[src/rtl/monster_ctrl_pkg.sv]
// Shared tile/move codes, FSM states and sprite constants
// for the monster controller and its neighbours.
package monster_ctrl_pkg;

  localparam int SPRITE_LEN     = 32;
  localparam int SPRITE_SHIFT   = 5;
  localparam int WALK_DELAY_DEF = 5;

  localparam logic [2:0] MAP_ROAD0  = 3'd0;
  localparam logic [2:0] MAP_ROAD1  = 3'd1;
  localparam logic [2:0] MAP_WALL   = 3'd2;
  localparam logic [2:0] MAP_STAIRS = 3'd3;

  typedef enum logic [2:0] {
    MOVE_STOP  = 3'd0,
    MOVE_DOWN  = 3'd1,
    MOVE_UP    = 3'd2,
    MOVE_LEFT  = 3'd3,
    MOVE_RIGHT = 3'd4
  } move_t;

  typedef enum logic [1:0] {
    ST_IDLE,
    ST_PROBE,
    ST_MOVE,
    ST_DEAD
  } state_t;

  function automatic logic is_road(
    input logic [2:0] t
  );
    return (t == MAP_ROAD0) ||
           (t == MAP_ROAD1);
  endfunction

  function automatic move_t dir_to_move(
    input logic [1:0] d
  );
    move_t m;
    m = MOVE_STOP;
    unique case (1'b1)
      (d == 2'd0): m = MOVE_DOWN;
      (d == 2'd1): m = MOVE_UP;
      (d == 2'd2): m = MOVE_LEFT;
      (d == 2'd3): m = MOVE_RIGHT;
    endcase
    return m;
  endfunction

endpackage

[src/rtl/monster_ctrl_if.sv]
// Tile-map probe port: controller drives dest_r/dest_c,
// map answers dest_type combinationally in the same cycle.
interface monster_ctrl_if;
  import monster_ctrl_pkg::*;

  logic [9:0] dest_r;
  logic [9:0] dest_c;
  logic [2:0] dest_type;

  modport master (
    output dest_r,
    output dest_c,
    input  dest_type
  );

  modport slave (
    input  dest_r,
    input  dest_c,
    output dest_type
  );

endinterface

[src/rtl/monster_ctrl_lfsr16.sv]
// 16-bit Fibonacci LFSR, taps 16,14,13,11, free running.
// Ports: clk_13, rst (async low), state_o.
module lfsr16 #(
  parameter logic [15:0] SEED = 16'hACE1
) (
  input  logic        clk_13,
  input  logic        rst,
  output logic [15:0] state_o
);

  logic [15:0] lfsr_q;
  logic        fb_d;

  assign fb_d = lfsr_q[15] ^ lfsr_q[13] ^
                lfsr_q[12] ^ lfsr_q[10];

  always_ff @(posedge clk_13 or negedge rst) begin
    if (!rst) begin
      lfsr_q <= SEED;
    end else begin
      lfsr_q <= {lfsr_q[14:0], fb_d};
    end
  end

  assign state_o = lfsr_q;

endmodule

[src/rtl/monster_ctrl.sv]
// Monster0 wander/health controller: idles, probes a random
// neighbour tile, slides one tile, loses hp on player contact.
// Ports: clk_13, rst, player_*, mp (map probe), monster_*,
// move_stat, hp.
module monster_ctrl
  import monster_ctrl_pkg::*;
#(
  parameter int          START_R     = 5,
  parameter int          START_C     = 5,
  parameter int          HP_FULL     = 3,
  parameter int          WAIT_CYCLES = 4096,
  parameter int          WALK_DELAY  = WALK_DELAY_DEF,
  parameter logic [15:0] LFSR_SEED   = 16'hACE1
) (
  input  logic           clk_13,
  input  logic           rst,
  input  logic [9:0]     player_r,
  input  logic [9:0]     player_c,
  input  logic           player_alive,
  monster_ctrl_if.master mp,
  output logic [9:0]     monster_r,
  output logic [9:0]     monster_c,
  output logic [9:0]     monster_v,
  output logic [9:0]     monster_h,
  output logic           monster_alive,
  output logic [2:0]     move_stat,
  output logic [4:0]     hp
);

  localparam int MW = WALK_DELAY + 6;
  localparam int WW = $clog2(WAIT_CYCLES);
  localparam logic [WW-1:0] WAIT_LD =
    WW'(WAIT_CYCLES - 1);
  localparam logic [9:0] R0 = 10'(START_R);
  localparam logic [9:0] C0 = 10'(START_C);
  localparam logic [9:0] V0 =
    10'(START_R * SPRITE_LEN);
  localparam logic [9:0] H0 =
    10'(START_C * SPRITE_LEN);

  state_t        st_q;
  move_t         stat_q;
  logic [9:0]    r_q, c_q, v_q, h_q;
  logic [4:0]    hp_q;
  logic [1:0]    dir_q;
  logic [WW-1:0] wait_q;
  logic [MW-1:0] mcnt_q;
  logic [19:0]   prv_q;

  logic [15:0]   lfsr;
  logic          lfsr_unused;
  logic [1:0]    dir_d;
  logic [9:0]    dest_r_d, dest_c_d;
  logic          hit, kill, step;

  lfsr16 #(
    .SEED (LFSR_SEED)
  ) u_lfsr (
    .clk_13  (clk_13),
    .rst     (rst),
    .state_o (lfsr)
  );

  assign dir_d       = lfsr[1:0];
  assign lfsr_unused = ^lfsr[15:2];

  always_comb begin
    dest_r_d = r_q;
    dest_c_d = c_q;
    unique case (dir_d)
      2'd0: dest_r_d = r_q + 10'd1;
      2'd1: dest_r_d = r_q - 10'd1;
      2'd2: dest_c_d = c_q - 10'd1;
      2'd3: dest_c_d = c_q + 10'd1;
    endcase
  end

  assign mp.dest_r = (st_q == ST_PROBE) ?
                     dest_r_d : r_q;
  assign mp.dest_c = (st_q == ST_PROBE) ?
                     dest_c_d : c_q;

  // Edge-triggered: only a fresh arrival on our tile hurts.
  assign hit  = player_alive && monster_alive &&
                ({player_r, player_c} != prv_q) &&
                ({player_r, player_c} == {r_q, c_q});
  assign kill = hit && (hp_q == 5'd1);
  assign step = (mcnt_q[WALK_DELAY:0] == '0);

  // Tracks the player even while held in reset.
  always_ff @(posedge clk_13) begin
    prv_q <= {player_r, player_c};
  end

  always_ff @(posedge clk_13 or negedge rst) begin
    if (!rst) begin
      st_q   <= ST_IDLE;
      stat_q <= MOVE_STOP;
      r_q    <= R0;
      c_q    <= C0;
      v_q    <= V0;
      h_q    <= H0;
      hp_q   <= 5'(HP_FULL);
      dir_q  <= 2'd0;
      wait_q <= WAIT_LD;
      mcnt_q <= '0;
    end else begin
      if (hit) begin
        hp_q <= hp_q - 5'd1;
      end
      unique case (st_q)
        ST_IDLE: begin
          if (wait_q == '0) begin
            st_q <= ST_PROBE;
          end else begin
            wait_q <= wait_q - 1'b1;
          end
        end
        ST_PROBE: begin
          if (is_road(mp.dest_type)) begin
            r_q    <= dest_r_d;
            c_q    <= dest_c_d;
            dir_q  <= dir_d;
            mcnt_q <= '1;
            stat_q <= dir_to_move(dir_d);
            st_q   <= ST_MOVE;
          end else begin
            wait_q <= WAIT_LD;
            st_q   <= ST_IDLE;
          end
        end
        ST_MOVE: begin
          mcnt_q <= mcnt_q - 1'b1;
          if (step && !kill) begin
            case (dir_q)
              2'd0:    v_q <= v_q + 10'd1;
              2'd1:    v_q <= v_q - 10'd1;
              2'd2:    h_q <= h_q - 10'd1;
              default: h_q <= h_q + 10'd1;
            endcase
          end
          if (mcnt_q == '0) begin
            stat_q <= MOVE_STOP;
            wait_q <= WAIT_LD;
            st_q   <= ST_IDLE;
          end
        end
        ST_DEAD: begin
        end
      endcase
      // Death overrides any move in flight; sprite freezes.
      if (kill) begin
        st_q   <= ST_DEAD;
        stat_q <= MOVE_STOP;
      end
    end
  end

  assign monster_r     = r_q;
  assign monster_c     = c_q;
  assign monster_v     = v_q;
  assign monster_h     = h_q;
  assign hp            = hp_q;
  assign monster_alive = (hp_q != 5'd0);
  assign move_stat     = stat_q;

endmodule

[src/flat_wrapper.sv]
// flat-port wrapper written by rule: the top's interface ports become plain ports
module monster_ctrl_flat import monster_ctrl_pkg::*;
#(
  parameter int          START_R     = 5,
  parameter int          START_C     = 5,
  parameter int          HP_FULL     = 3,
  parameter int          WAIT_CYCLES = 4096,
  parameter int          WALK_DELAY  = WALK_DELAY_DEF,
  parameter logic [15:0] LFSR_SEED   = 16'hACE1
)
  (clk_13, rst, player_r, player_c, player_alive, monster_r, monster_c, monster_v, monster_h, monster_alive, move_stat, hp, mp_dest_r, mp_dest_c, mp_dest_type);
  monster_ctrl_if mp_i ();
  input  logic clk_13;
  input  logic rst;
  input  logic [9:0] player_r;
  input  logic [9:0] player_c;
  input  logic player_alive;
  output logic [9:0] monster_r;
  output logic [9:0] monster_c;
  output logic [9:0] monster_v;
  output logic [9:0] monster_h;
  output logic monster_alive;
  output logic [2:0] move_stat;
  output logic [4:0] hp;
  output wire logic [$bits(mp_i.dest_r)-1:0] mp_dest_r;
  output wire logic [$bits(mp_i.dest_c)-1:0] mp_dest_c;
  input wire logic [$bits(mp_i.dest_type)-1:0] mp_dest_type;
  assign mp_dest_r = mp_i.dest_r;
  assign mp_dest_c = mp_i.dest_c;
  assign mp_i.dest_type = mp_dest_type;
  monster_ctrl #(.START_R(START_R), .START_C(START_C), .HP_FULL(HP_FULL), .WAIT_CYCLES(WAIT_CYCLES), .WALK_DELAY(WALK_DELAY), .LFSR_SEED(LFSR_SEED)) u_core (.clk_13(clk_13), .rst(rst), .player_r(player_r), .player_c(player_c), .player_alive(player_alive), .mp(mp_i), .monster_r(monster_r), .monster_c(monster_c), .monster_v(monster_v), .monster_h(monster_h), .monster_alive(monster_alive), .move_stat(move_stat), .hp(hp));
endmodule
[config.mk]
export PLATFORM = sky130hd
export DESIGN_NAME = monster_ctrl_flat
export DESIGN_NICKNAME = d
export VERILOG_FILES = /design/src/rtl/monster_ctrl_pkg.sv /design/src/rtl/monster_ctrl_if.sv /design/src/rtl/monster_ctrl_lfsr16.sv /design/src/rtl/monster_ctrl.sv /design/src/flat_wrapper.sv
export SDC_FILE = /design/constraint.sdc
export NUM_CORES = 1
export LEC_CHECK = 0
export ABC_CLOCK_PERIOD_IN_PS = 3800
export BUFFER_PORTS_ARGS = -buffer_cell sky130_fd_sc_hd__buf_4
export CAP_MARGIN = 20
export CORE_ASPECT_RATIO = 0.7
export CORE_UTILIZATION = 28
export CTS_CLUSTER_SIZE = 24
export DETAILED_ROUTE_END_ITERATION = 10
export PLACE_DENSITY = 0.55
export RECOVER_POWER = 50
export SETUP_SLACK_MARGIN = 0.02
export SYNTH_ARGS = -nofsm -noshare
export SYNTH_HDL_FRONTEND = slang
export SYNTH_SLANG_ARGS = --single-unit
[constraint.sdc]
create_clock -name clk_13 -period 3.8 [get_ports clk_13]
set_input_delay 0.19 -clock clk_13 [delete_from_list [all_inputs] [get_ports clk_13]]
set_output_delay 0.19 -clock clk_13 [all_outputs]
set_load 0.02 [all_outputs]
==> summary.json, run 1 <==
{
  "synthesis": {
    "yosysSeqAreaShare": 0.398,
    "synth_top_area_frac": 0.224,
    "main_combinational_cell_family_by_area_after_synthesis": "simple AND/OR/NAND/NOR gates",
    "syn_inst": 715,
    "synthSimpleGateAreaFrac": 0.172,
    "ys_seq_elements": 111,
    "netlist-cell-type-count": 67,
    "postSynth.asyncResetShare": 0.820,
    "post_synth.cell_area_avg_um2": 9.54,
    "syn_area_um2": 6820,
    "library_cell_with_the_largest_summed_area_after_synthesis": "sky130_fd_sc_hd__dfrtp_1",
    "synth-xor-area-share": 0.124,
    "synth_edf_count": 0,
    "post_synth_main_area_contributors": "sky130_fd_sc_hd__dfrtp_1 22%, sky130_fd_sc_hd__dfstp_2 12%, sky130_fd_sc_hd__xnor2_1 8.6%",
    "synth-compound-area-share": 0.153,
    "synth.yosys.warnings": 0,
    "synthMuxAreaShare": 0.0321,
    "postSynthNetCount": 785,
    "synth_ff_type": "sky130_fd_sc_hd__dfrtp_1",
    "synth_fa_ha_area_frac": 0.0840
  },
  "power_and_ir_drop": {
    "total_leakage_power_nw": 3.43,
    "power_density_nw_per_um2": 423,
    "finalPower_mw": 3.46,
    "ir_drop_mv": 0.219
  },
  "place": {
    "post_dp_cell_area_um2": 7840,
    "detailedPlacementHpwl_um": 12700,
    "final_wtd_congestion": 0.849,
    "io_buffer_count": 93,
    "dp_worst_slack_ns": 0.543
  },
  "route": {
    "avgViaCountPerCell": 4.75,
    "routed_wirelength_um": 17100,
    "detail_route.drc_violations": 0,
    "first_iter_violations": 335,
    "ant_nets": 0,
    "avgRoutedWirePerCell_um": 14.9,
    "vias": 5440,
    "drt_pass1_iterations": 5
  },
  "sta": {
    "hold_viol_final": 0,
    "final-max-slew-violation-count": 44,
    "finalClockSkew_ns": 0.0144,
    "finalSetupTns_ns": 0,
    "grt_setup_unrepaired": "no",
    "timing.final.crit_period_ns": 3.52,
    "setup_viol": 0,
    "normalized_max_slew_margin": -0.694,
    "setup_slack_ns": 0.276,
    "timing_worst_slew_pin_value_ns": 2.54,
    "final_min_period_over_clock_period": 0.927,
    "fmax_ghz": 0.284
  },
  "worst_hold_path": {
    "hold_path_stages": 4,
    "min-delay-path-class": "input pin to flop"
  },
  "critical_path": {
    "cell_by_cell_listing_of_the_critical_path": "ha_2 > clkinvlp_4 > ha_1 > and4_1 > a211oi_1 > o21ai_0 > a31oi_2 > mux2i_1 > xor2_1 > buf_4",
    "cp.buffers_inverters": 2,
    "highest_delay_cell_along_the_critical_path": "sky130_fd_sc_hd__dfstp_2",
    "timing.critical_path.depth": 10,
    "ff2ff_path_depth": 8,
    "crit_fanout": 8,
    "critPathRequiredTime_ns": 3.61,
    "cp.arrival_ns": 3.33,
    "worst_path_dominant_cell_family": "adder cells",
    "path_class": "flop to output port",
    "worst_setup_path_start_kind": "flop",
    "end_kind": "output port",
    "max_stage_delay_ns": 0.61
  },
  "grt": {
    "grt.total_usage": 0.139,
    "global_route.overflow_total": 0,
    "grt_pass1_vias": 5078,
    "grt_pass1_wl_um": 27900,
    "antenna_found_initial": 0,
    "largest_net_degree_at_the_start_of_global_routing": 44
  },
  "clock_network": {
    "clock_tree.root_cell": "sky130_fd_sc_hd__clkbuf_16",
    "cts_tree": "yes",
    "numCtsBuffers": 9,
    "max-clock-path-buffers": 2,
    "num_clock_sinks": 111,
    "cts_max_level": 3,
    "clk_pin_slew_worst_paths_ns": 0.08,
    "worstSkewPairLatency_ns": 0.36
  },
  "floorplan": {
    "dieWidth_um": 189,
    "coreArea_um2": 23800,
    "die_h_um": 133,
    "floorplan.die_area_um2": 25000,
    "row_count": 47,
    "io-pin-count": 95,
    "initial_standard_cell_utilization_of_the_core": 0.287
  },
  "cells_and_area": {
    "area_delta_synth_final_pct": 19.8,
    "number_of_antenna_diodes": 0,
    "finish.instance_area_um2": 8170,
    "layout.nets": 892,
    "seq_area_um2": 2720,
    "multi_input_area_um2": 3870,
    "fillerInstances": 2524,
    "layout-drive-gt1-share": 0.139
  },
  "flow_run": {
    "cap_violations": 1
  },
  "run_status": {
    "run_status": "finished, violations left",
    "failed_checks": "capacitance limit, slew limit"
  }
}
## Yosys cell counts, types with 3 or more instances
library cell / count
sky130_fd_sc_hd__mux2_1: 5
sky130_fd_sc_hd__o211ai_1: 8
sky130_fd_sc_hd__nor4_1: 5
sky130_fd_sc_hd__xor2_1: 26
sky130_fd_sc_hd__a211oi_1: 4
sky130_fd_sc_hd__inv_1: 29
sky130_fd_sc_hd__fa_1: 3
sky130_fd_sc_hd__o21ai_0: 61
sky130_fd_sc_hd__nand3b_1: 5
sky130_fd_sc_hd__o21a_1: 7
sky130_fd_sc_hd__nand3_1: 27
sky130_fd_sc_hd__nand2_1: 58
sky130_fd_sc_hd__a31oi_1: 4
sky130_fd_sc_hd__dfxtp_1: 20
sky130_fd_sc_hd__clkbuf_1: 16
sky130_fd_sc_hd__or2_2: 3
sky130_fd_sc_hd__a21o_1: 6
sky130_fd_sc_hd__a21oi_1: 32
sky130_fd_sc_hd__or3b_2: 4
sky130_fd_sc_hd__nor3b_1: 8
sky130_fd_sc_hd__nand4_1: 10
sky130_fd_sc_hd__a2111oi_0: 5
sky130_fd_sc_hd__buf_6: 3
sky130_fd_sc_hd__mux2i_1: 8
sky130_fd_sc_hd__o22a_1: 5
sky130_fd_sc_hd__dfrtp_1: 61
sky130_fd_sc_hd__nor2b_1: 6
sky130_fd_sc_hd__nor3_1: 19
sky130_fd_sc_hd__o31ai_1: 9
sky130_fd_sc_hd__nor2_1: 46
sky130_fd_sc_hd__dfstp_2: 30
sky130_fd_sc_hd__nand4b_1: 3
sky130_fd_sc_hd__and2_1: 3
sky130_fd_sc_hd__mux2_4: 4
sky130_fd_sc_hd__xnor2_1: 67
sky130_fd_sc_hd__buf_2: 6
sky130_fd_sc_hd__ha_1: 41
sky130_fd_sc_hd__and3_1: 5
sky130_fd_sc_hd__or3_1: 7
sky130_fd_sc_hd__nand2b_1: 11
## flip-flops by register name (all words and copies together), names as in the netlist, 3 cells and up
register and count:
u_core.monster_r 10, u_core.prv_q 20, u_core.monster_c 10, u_core.monster_h 10, u_core.move_stat 3, u_core.monster_v 10, u_core.wait_q 12, u_core.u_lfsr.state_o 16
u_core.hp 5, u_core.mcnt_q 11
## worst reg2reg max path, delay by kind of cell, from the launching register on
kind / cells / cell delay, ns
AO/OA/AOI/OAI: 1 / 0.48
adder cells (fa/ha/maj): 1 / 0.19
buffers and inverters: 1 / 0.10
flip-flops: 1 / 0.58
multiplexers: 1 / 0.35
AND/OR/NAND/NOR: 4 / 1.21
## metal layers
| metal | wire length, um | global-route usage | vias up |
|---|---|---|---|
| met4 | 135 | 0.0255 | 0 |
| met1 | 9100 | 0.215 | 2584 |
| met3 | 773 | 0.0350 | 11 |
| met5 | 0 | 0 | - |
| met2 | 7070 | 0.194 | 108 |
| li1 | - | - | 2737 |
## stage by stage
stage          hold slack [ns]  instances  utilization
2_1_floorplan           -0.106        715            -
3_3_place_gp             0.254       1105        0.330
3_5_place_dp             0.259       1105        0.330
4_1_cts                  0.284       1142        0.351
5_1_grt                  0.353       1145        0.344
6_report                 0.302       1145        0.344
## where the power goes
part	internal, mW	switching, mW	total [mW]	leakage (nW)
clock	0.466	0.481	0.947	0.143
sequential	1.36	0.171	1.53	1.23
combinational	0.371	0.608	0.979	2.06
## what timing repair did
item,4_1_cts,5_1_grt
hold buffers,21,0
gates resized for setup,0,3
setup buffers,0,3
hold endpoints to repair,53,0
endpoints found under the setup margin,0,1
## cell type report
| type | instances | share of cell area |
|---|---|---|
| sequential | 111 | 0.332 |
| clock buffer | 10 | 0.0280 |
| timing repair buffer | 125 | 0.0966 |
| multi-input combinational | 546 | 0.473 |
| inverter | 29 | 0.0138 |
| tap | 318 | 0.0487 |
| clock inverter | 6 | 0.00735 |
## final timing paths
kind | start | to | slack (ns)
worst max register to register | u_core.hp[0]$_DFFE_PN1P_ | u_core.monster_h[3]$_DFFE_PN0P_ | 0.76
min in group asynchronous | rst | u_core.monster_r[7]$_DFFE_PN0P_ | 1.16
worst max-delay path | u_core.u_lfsr.state_o[0]$_DFF_PN1_ | mp_dest_c[9] | 0.28
worst min register to register | u_core.u_lfsr.state_o[8]$_DFF_PN0_ | u_core.u_lfsr.state_o[9]$_DFF_PN0_ | 0.35
max in group asynchronous | rst | u_core.st_q[1]$_DFFE_PN0P_ | 0.97
worst min-delay path | mp_dest_type[1] | u_core.mcnt_q[0]$_DFFE_PN0P_ | 0.30
## cell usage in the layout (no fill, tap or decap), types with 4 or more instances in the layout
master,n
sky130_fd_sc_hd__xnor2_1,67
sky130_fd_sc_hd__dfrtp_1,61
sky130_fd_sc_hd__o21ai_0,59
sky130_fd_sc_hd__nand2_1,58
sky130_fd_sc_hd__clkbuf_1,54
sky130_fd_sc_hd__buf_4,50
sky130_fd_sc_hd__nor2_1,46
sky130_fd_sc_hd__ha_1,40
sky130_fd_sc_hd__a21oi_1,32
sky130_fd_sc_hd__inv_1,28
sky130_fd_sc_hd__nand3_1,27
sky130_fd_sc_hd__xor2_1,26
sky130_fd_sc_hd__dfstp_2,23
sky130_fd_sc_hd__dlygate4sd3_1,21
sky130_fd_sc_hd__dfxtp_1,20
sky130_fd_sc_hd__nor3_1,19
sky130_fd_sc_hd__nand2b_1,11
sky130_fd_sc_hd__nand4_1,10
sky130_fd_sc_hd__o31ai_1,9
sky130_fd_sc_hd__clkbuf_16,9
sky130_fd_sc_hd__o211ai_1,8
sky130_fd_sc_hd__mux2i_1,8
sky130_fd_sc_hd__o21a_1,7
sky130_fd_sc_hd__nor3b_1,7
sky130_fd_sc_hd__or3_1,7
sky130_fd_sc_hd__dfstp_1,7
sky130_fd_sc_hd__nor2b_1,6
sky130_fd_sc_hd__a21o_1,6
sky130_fd_sc_hd__a2111oi_0,5
sky130_fd_sc_hd__nor4_1,5
sky130_fd_sc_hd__o22a_1,5
sky130_fd_sc_hd__and3_1,5
sky130_fd_sc_hd__nand3b_1,5
sky130_fd_sc_hd__mux2_1,5
sky130_fd_sc_hd__a211oi_1,4
sky130_fd_sc_hd__or3b_2,4
sky130_fd_sc_hd__mux2_4,4
## logic make-up after synthesis
| group | Yosys count |
|---|---|
| XOR/XNOR | 95 |
| AND/OR/NAND/NOR | 229 |
| adder cells (fa/ha/maj) | 44 |
| buffers and inverters | 58 |
| AO/OA/AOI/OAI | 159 |
| flip-flops | 111 |
| multiplexers | 19 |
Note: power is estimated with default switching activity, not from simulation.
==> run 2, diff against run 1 <==
Settings changed: CORE_UTILIZATION 28 to 58, PLACE_DENSITY 0.55 to 0.9.
==> run 2 against run 1 <==
  * Global-route usage increased by 17 points
  * Total power increased by 0.67%
  * Cell count decreased by 15%
  * Maximum frequency decreased by 2.6%
  * First-iteration DRC count increased by 90%
  * Count of clock-buffer cells in the layout decreased by 1
  * Sequential share of layout area increased by 1.0 points
  * Wire length increased by 8.1%
  * Hold slack got worse by 0.0018 ns
  * The run still ends with capacitance limit, slew limit left
  * Non-clock buffer count decreased by 4
==> summary.json, run 2 (synthesized netlist as in run 1, its figures left out) <==
{
  "place": {
    "post_dp_cell_area": {"value": 7620, "unit": "um^2", "change": "was 7840 um^2"},
    "io_buffer_count": {"value": 93, "change": "unchanged"},
    "detailedPlacementHpwl": {"value": 12300, "unit": "um", "change": "was 12700 um"},
    "final_wtd_congestion": {"value": 0.932, "change": "was 0.849"},
    "dp_worst_slack": {"value": 0.432, "unit": "ns", "change": "was 0.543 ns"}
  },
  "critical_path": {
    "highest_delay_cell_along_the_critical_path": {"value": "sky130_fd_sc_hd__dfstp_2", "change": "unchanged"},
    "cp.arrival": {"value": 3.43, "unit": "ns", "change": "was 3.33 ns"},
    "path_class": {"value": "flop to output port", "change": "unchanged"},
    "crit_fanout": {"value": 10, "change": "was 8"},
    "cell_by_cell_listing_of_the_critical_path": {"value": "ha_2 > inv_2 > ha_1 > a21o_1 > a211oi_1 > o21ai_0 > a31oi_2 > mux2i_1 > xor2_1 > buf_4", "change": "was ha_2 > clkinvlp_4 > ha_1 > and4_1 > a211oi_1 > o21ai_0 > a31oi_2 > mux2i_1 > xor2_1 > buf_4"},
    "worst_setup_path_startpoint": {"value": "u_core.u_lfsr.state_o[0]$_DFF_PN1_", "change": "unchanged"},
    "cp.buffers_inverters": {"value": 2, "change": "unchanged"},
    "worst_path_dominant_cell_family": {"value": "compound AO/OA/AOI/OAI gates", "change": "was adder cells"},
    "max_stage_delay": {"value": 0.63, "unit": "ns", "change": "was 0.61 ns"},
    "end_kind": {"value": "output port", "change": "unchanged"},
    "critPathRequiredTime": {"value": 3.61, "unit": "ns", "change": "about the same"},
    "worst_setup_path_start_kind": {"value": "flop", "change": "unchanged"},
    "critical_path.reg2reg.startpoint": {"value": "u_core.hp[0]$_DFFE_PN1P_", "change": "unchanged"}
  },
  "sta": {
    "normalized_max_slew_margin": {"value": -0.0721, "change": "was -0.694"},
    "timing_worst_slew_pin_value": {"value": 1.61, "unit": "ns", "change": "was 2.54 ns"},
    "final-max-slew-violation-count": {"value": 63, "change": "was 44"},
    "setup_slack": {"value": 0.183, "unit": "ns", "change": "was 0.276 ns"},
    "finalSetupTns": {"value": 0, "unit": "ns", "change": "unchanged"},
    "final_min_period_over_clock_period": {"value": 0.952, "change": "was 0.927"},
    "hold_viol_final": {"value": 0, "change": "unchanged"},
    "hold-worst-slack": {"value": 0.300, "unit": "ns", "change": "was 0.302 ns"},
    "finalClockSkew": {"value": 0.0117, "unit": "ns", "change": "was 0.0144 ns"},
    "fmax": {"value": 0.277, "unit": "GHz", "change": "was 0.284 GHz"},
    "timing.final.crit_period": {"value": 3.62, "unit": "ns", "change": "was 3.52 ns"},
    "setup_viol": {"value": 0, "change": "unchanged"},
    "grt_setup_unrepaired": {"value": "no", "change": "unchanged"}
  },
  "flow_run": {
    "cap_violations": {"value": 1, "change": "unchanged"}
  },
  "grt": {
    "antenna_found_initial": {"value": 0, "change": "unchanged"},
    "global_route.overflow_total": {"value": 0, "change": "unchanged"},
    "grt.total_usage": {"value": 0.313, "change": "was 0.139"},
    "grt_pass1_wl": {"value": 30000, "unit": "um", "change": "was 27900 um"},
    "grt_pass1_vias": {"value": 5942, "change": "was 5078"},
    "largest_net_degree_at_the_start_of_global_routing": {"value": 63, "change": "was 44"}
  },
  "route": {
    "ant_nets": {"value": 0, "change": "unchanged"},
    "avgRoutedWirePerCell": {"value": 18.9, "unit": "um", "change": "was 14.9 um"},
    "first_iter_violations": {"value": 638, "change": "was 335"},
    "detail_route.drc_violations": {"value": 0, "change": "unchanged"},
    "drt_pass1_iterations": {"value": 5, "change": "unchanged"},
    "routed_wirelength": {"value": 18500, "unit": "um", "change": "was 17100 um"},
    "avgViaCountPerCell": {"value": 6.15, "change": "was 4.75"},
    "vias": {"value": 6013, "change": "was 5440"}
  },
  "clock_network": {
    "max-clock-path-buffers": {"value": 2, "change": "unchanged"},
    "cts_tree": {"value": "yes", "change": "unchanged"},
    "num_clock_sinks": {"value": 111, "change": "unchanged"},
    "worstSkewPairLatency": {"value": 0.37, "unit": "ns", "change": "was 0.36 ns"},
    "clk_pin_slew_worst_paths": {"value": 0.08, "unit": "ns", "change": "about the same"},
    "post-cts-setup-buffers": {"value": 0, "change": "unchanged"},
    "clock_tree.root_cell": {"value": "sky130_fd_sc_hd__clkbuf_16", "change": "unchanged"},
    "numCtsBuffers": {"value": 9, "change": "unchanged"},
    "cts_max_level": {"value": 3, "change": "unchanged"}
  },
  "cells_and_area": {
    "layout.cells.most_common": {"value": "sky130_fd_sc_hd__xnor2_1", "change": "unchanged"},
    "finish.instance_area": {"value": 7930, "unit": "um^2", "change": "was 8170 um^2"},
    "largest_register_ffs": {"value": 20, "change": "unchanged"},
    "area_delta_synth_final": {"value": 16.2, "unit": "%", "change": "was 19.8%"},
    "fillerInstances": {"value": 811, "change": "was 2524"},
    "layout-drive-gt1-share": {"value": 0.135, "change": "was 0.139"},
    "layout.cells.most_common_list": {"value": "67 x sky130_fd_sc_hd__xnor2_1, 61 x sky130_fd_sc_hd__dfrtp_1, 59 x sky130_fd_sc_hd__o21ai_0, 58 x sky130_fd_sc_hd__nand2_1, 52 x sky130_fd_sc_hd__clkbuf_1", "change": "was 67 x sky130_fd_sc_hd__xnor2_1, 61 x sky130_fd_sc_hd__dfrtp_1, 59 x sky130_fd_sc_hd__o21ai_0, 58 x sky130_fd_sc_hd__nand2_1, 54 x sky130_fd_sc_hd__clkbuf_1"},
    "layout.nets": {"value": 888, "change": "was 892"},
    "registers.top_by_ff_count": {"value": "u_core.prv_q", "change": "unchanged"}
  },
  "run_status": {
    "run_status": {"value": "finished, violations left", "change": "unchanged"},
    "failed_checks": {"value": "capacitance limit, slew limit", "change": "unchanged"}
  },
  "floorplan": {
    "initial_standard_cell_utilization_of_the_core": {"value": 0.607, "change": "was 0.287"},
    "coreArea": {"value": 11300, "unit": "um^2", "change": "was 23800 um^2"},
    "die_h": {"value": 92.8, "unit": "um", "change": "was 133 um"},
    "row_count": {"value": 32, "change": "was 47"},
    "dieWidth": {"value": 132, "unit": "um", "change": "was 189 um"},
    "io-pin-count": {"value": 95, "change": "unchanged"},
    "floorplan.die_area": {"value": 12200, "unit": "um^2", "change": "was 25000 um^2"}
  },
  "power_and_ir_drop": {
    "total_leakage_power": {"value": 3.41, "unit": "nW", "change": "was 3.43 nW"},
    "finalPower": {"value": 3.48, "unit": "mW", "change": "was 3.46 mW"},
    "power_density": {"value": 439, "unit": "nW/um^2", "change": "was 423 nW/um^2"},
    "ir_drop": {"value": 0.350, "unit": "mV", "change": "was 0.219 mV"}
  },
  "worst_hold_path": {
    "holdCritStartpoint": {"value": "mp_dest_type[2]", "change": "was mp_dest_type[1]"},
    "min-delay-path-class": {"value": "input pin to flop", "change": "unchanged"}
  }
}
==> run 2: cell types whose count changed in the layout (fill, tap and decap cells not counted), moves of 2 or more <==
cell	change
sky130_fd_sc_hd__inv_8	-2
sky130_fd_sc_hd__clkbuf_1	-2
sky130_fd_sc_hd__inv_6	+2
sky130_fd_sc_hd__buf_4	-3
==> run 2: layout make-up <==
type,instances,area (um^2),share of cell area
multi-input cells,546,3870,0.487
flip-flops and latches,111,2720,0.342
well taps,153,191,0.0241
clock inverters,7,60.1,0.00757
repair buffers,121,763,0.0962
diodes,1,2.50,0.000315
inverters,29,109,0.0137
clock buffers,9,225,0.0284
==> run 2: final timing paths <==
check                                                       to  slack (ns)  depth (start not counted)
hold / removal                 u_core.monster_r[2]$_DFFE_PN1P_        0.30                          5
hold reg to reg            u_core.u_lfsr.state_o[15]$_DFF_PN1_        0.36                          0
setup reg to reg               u_core.monster_h[6]$_DFFE_PN0P_        0.67                          8
min in group asynchronous      u_core.monster_r[3]$_DFFE_PN0P_        0.75                          2
max in group asynchronous  u_core.u_lfsr.state_o[15]$_DFF_PN1_        1.81                          3
setup / recovery                                  mp_dest_c[9]        0.18                         10
==> run 2: metal layers <==
layer	vias up	part of all wire	track usage
met5	-	0	0
met4	0	0.045	0.175
met3	91	0.076	0.0717
met2	332	0.48	0.521
met1	2856	0.40	0.379
li1	2734	-	-
==> run 2: report_power, final <==
part           total [mW]  switching, mW  internal (mW)
sequential           1.54          0.183           1.36
combinational       0.996          0.626          0.370
clock               0.942          0.481          0.460
==> run 2: tightest hold or removal path, delay by kind of cell <==
family	cells	cell delay, ns
buf+inv	2	0.27
simple gates	2	0.14
xor+xnor	1	0.06
==> run 2: through the flow <==
| step | cells | util |
|---|---|---|
| after floorplan | 715 | - |
| after global placement | 939 | 0.677 |
| after detailed placement | 939 | 0.677 |
| after CTS | 976 | 0.722 |
| after global routing | 976 | 0.705 |
| final | 977 | 0.705 |
==> run 2: repair_timing <==
action / 4_1_cts / 5_1_grt
endpoints found under the hold margin: 63 / 0
endpoints found under the setup margin: 1 / 2
cloned: 0 / 0
hold buffers: 21 / 0
gates resized for setup: 1 / 3
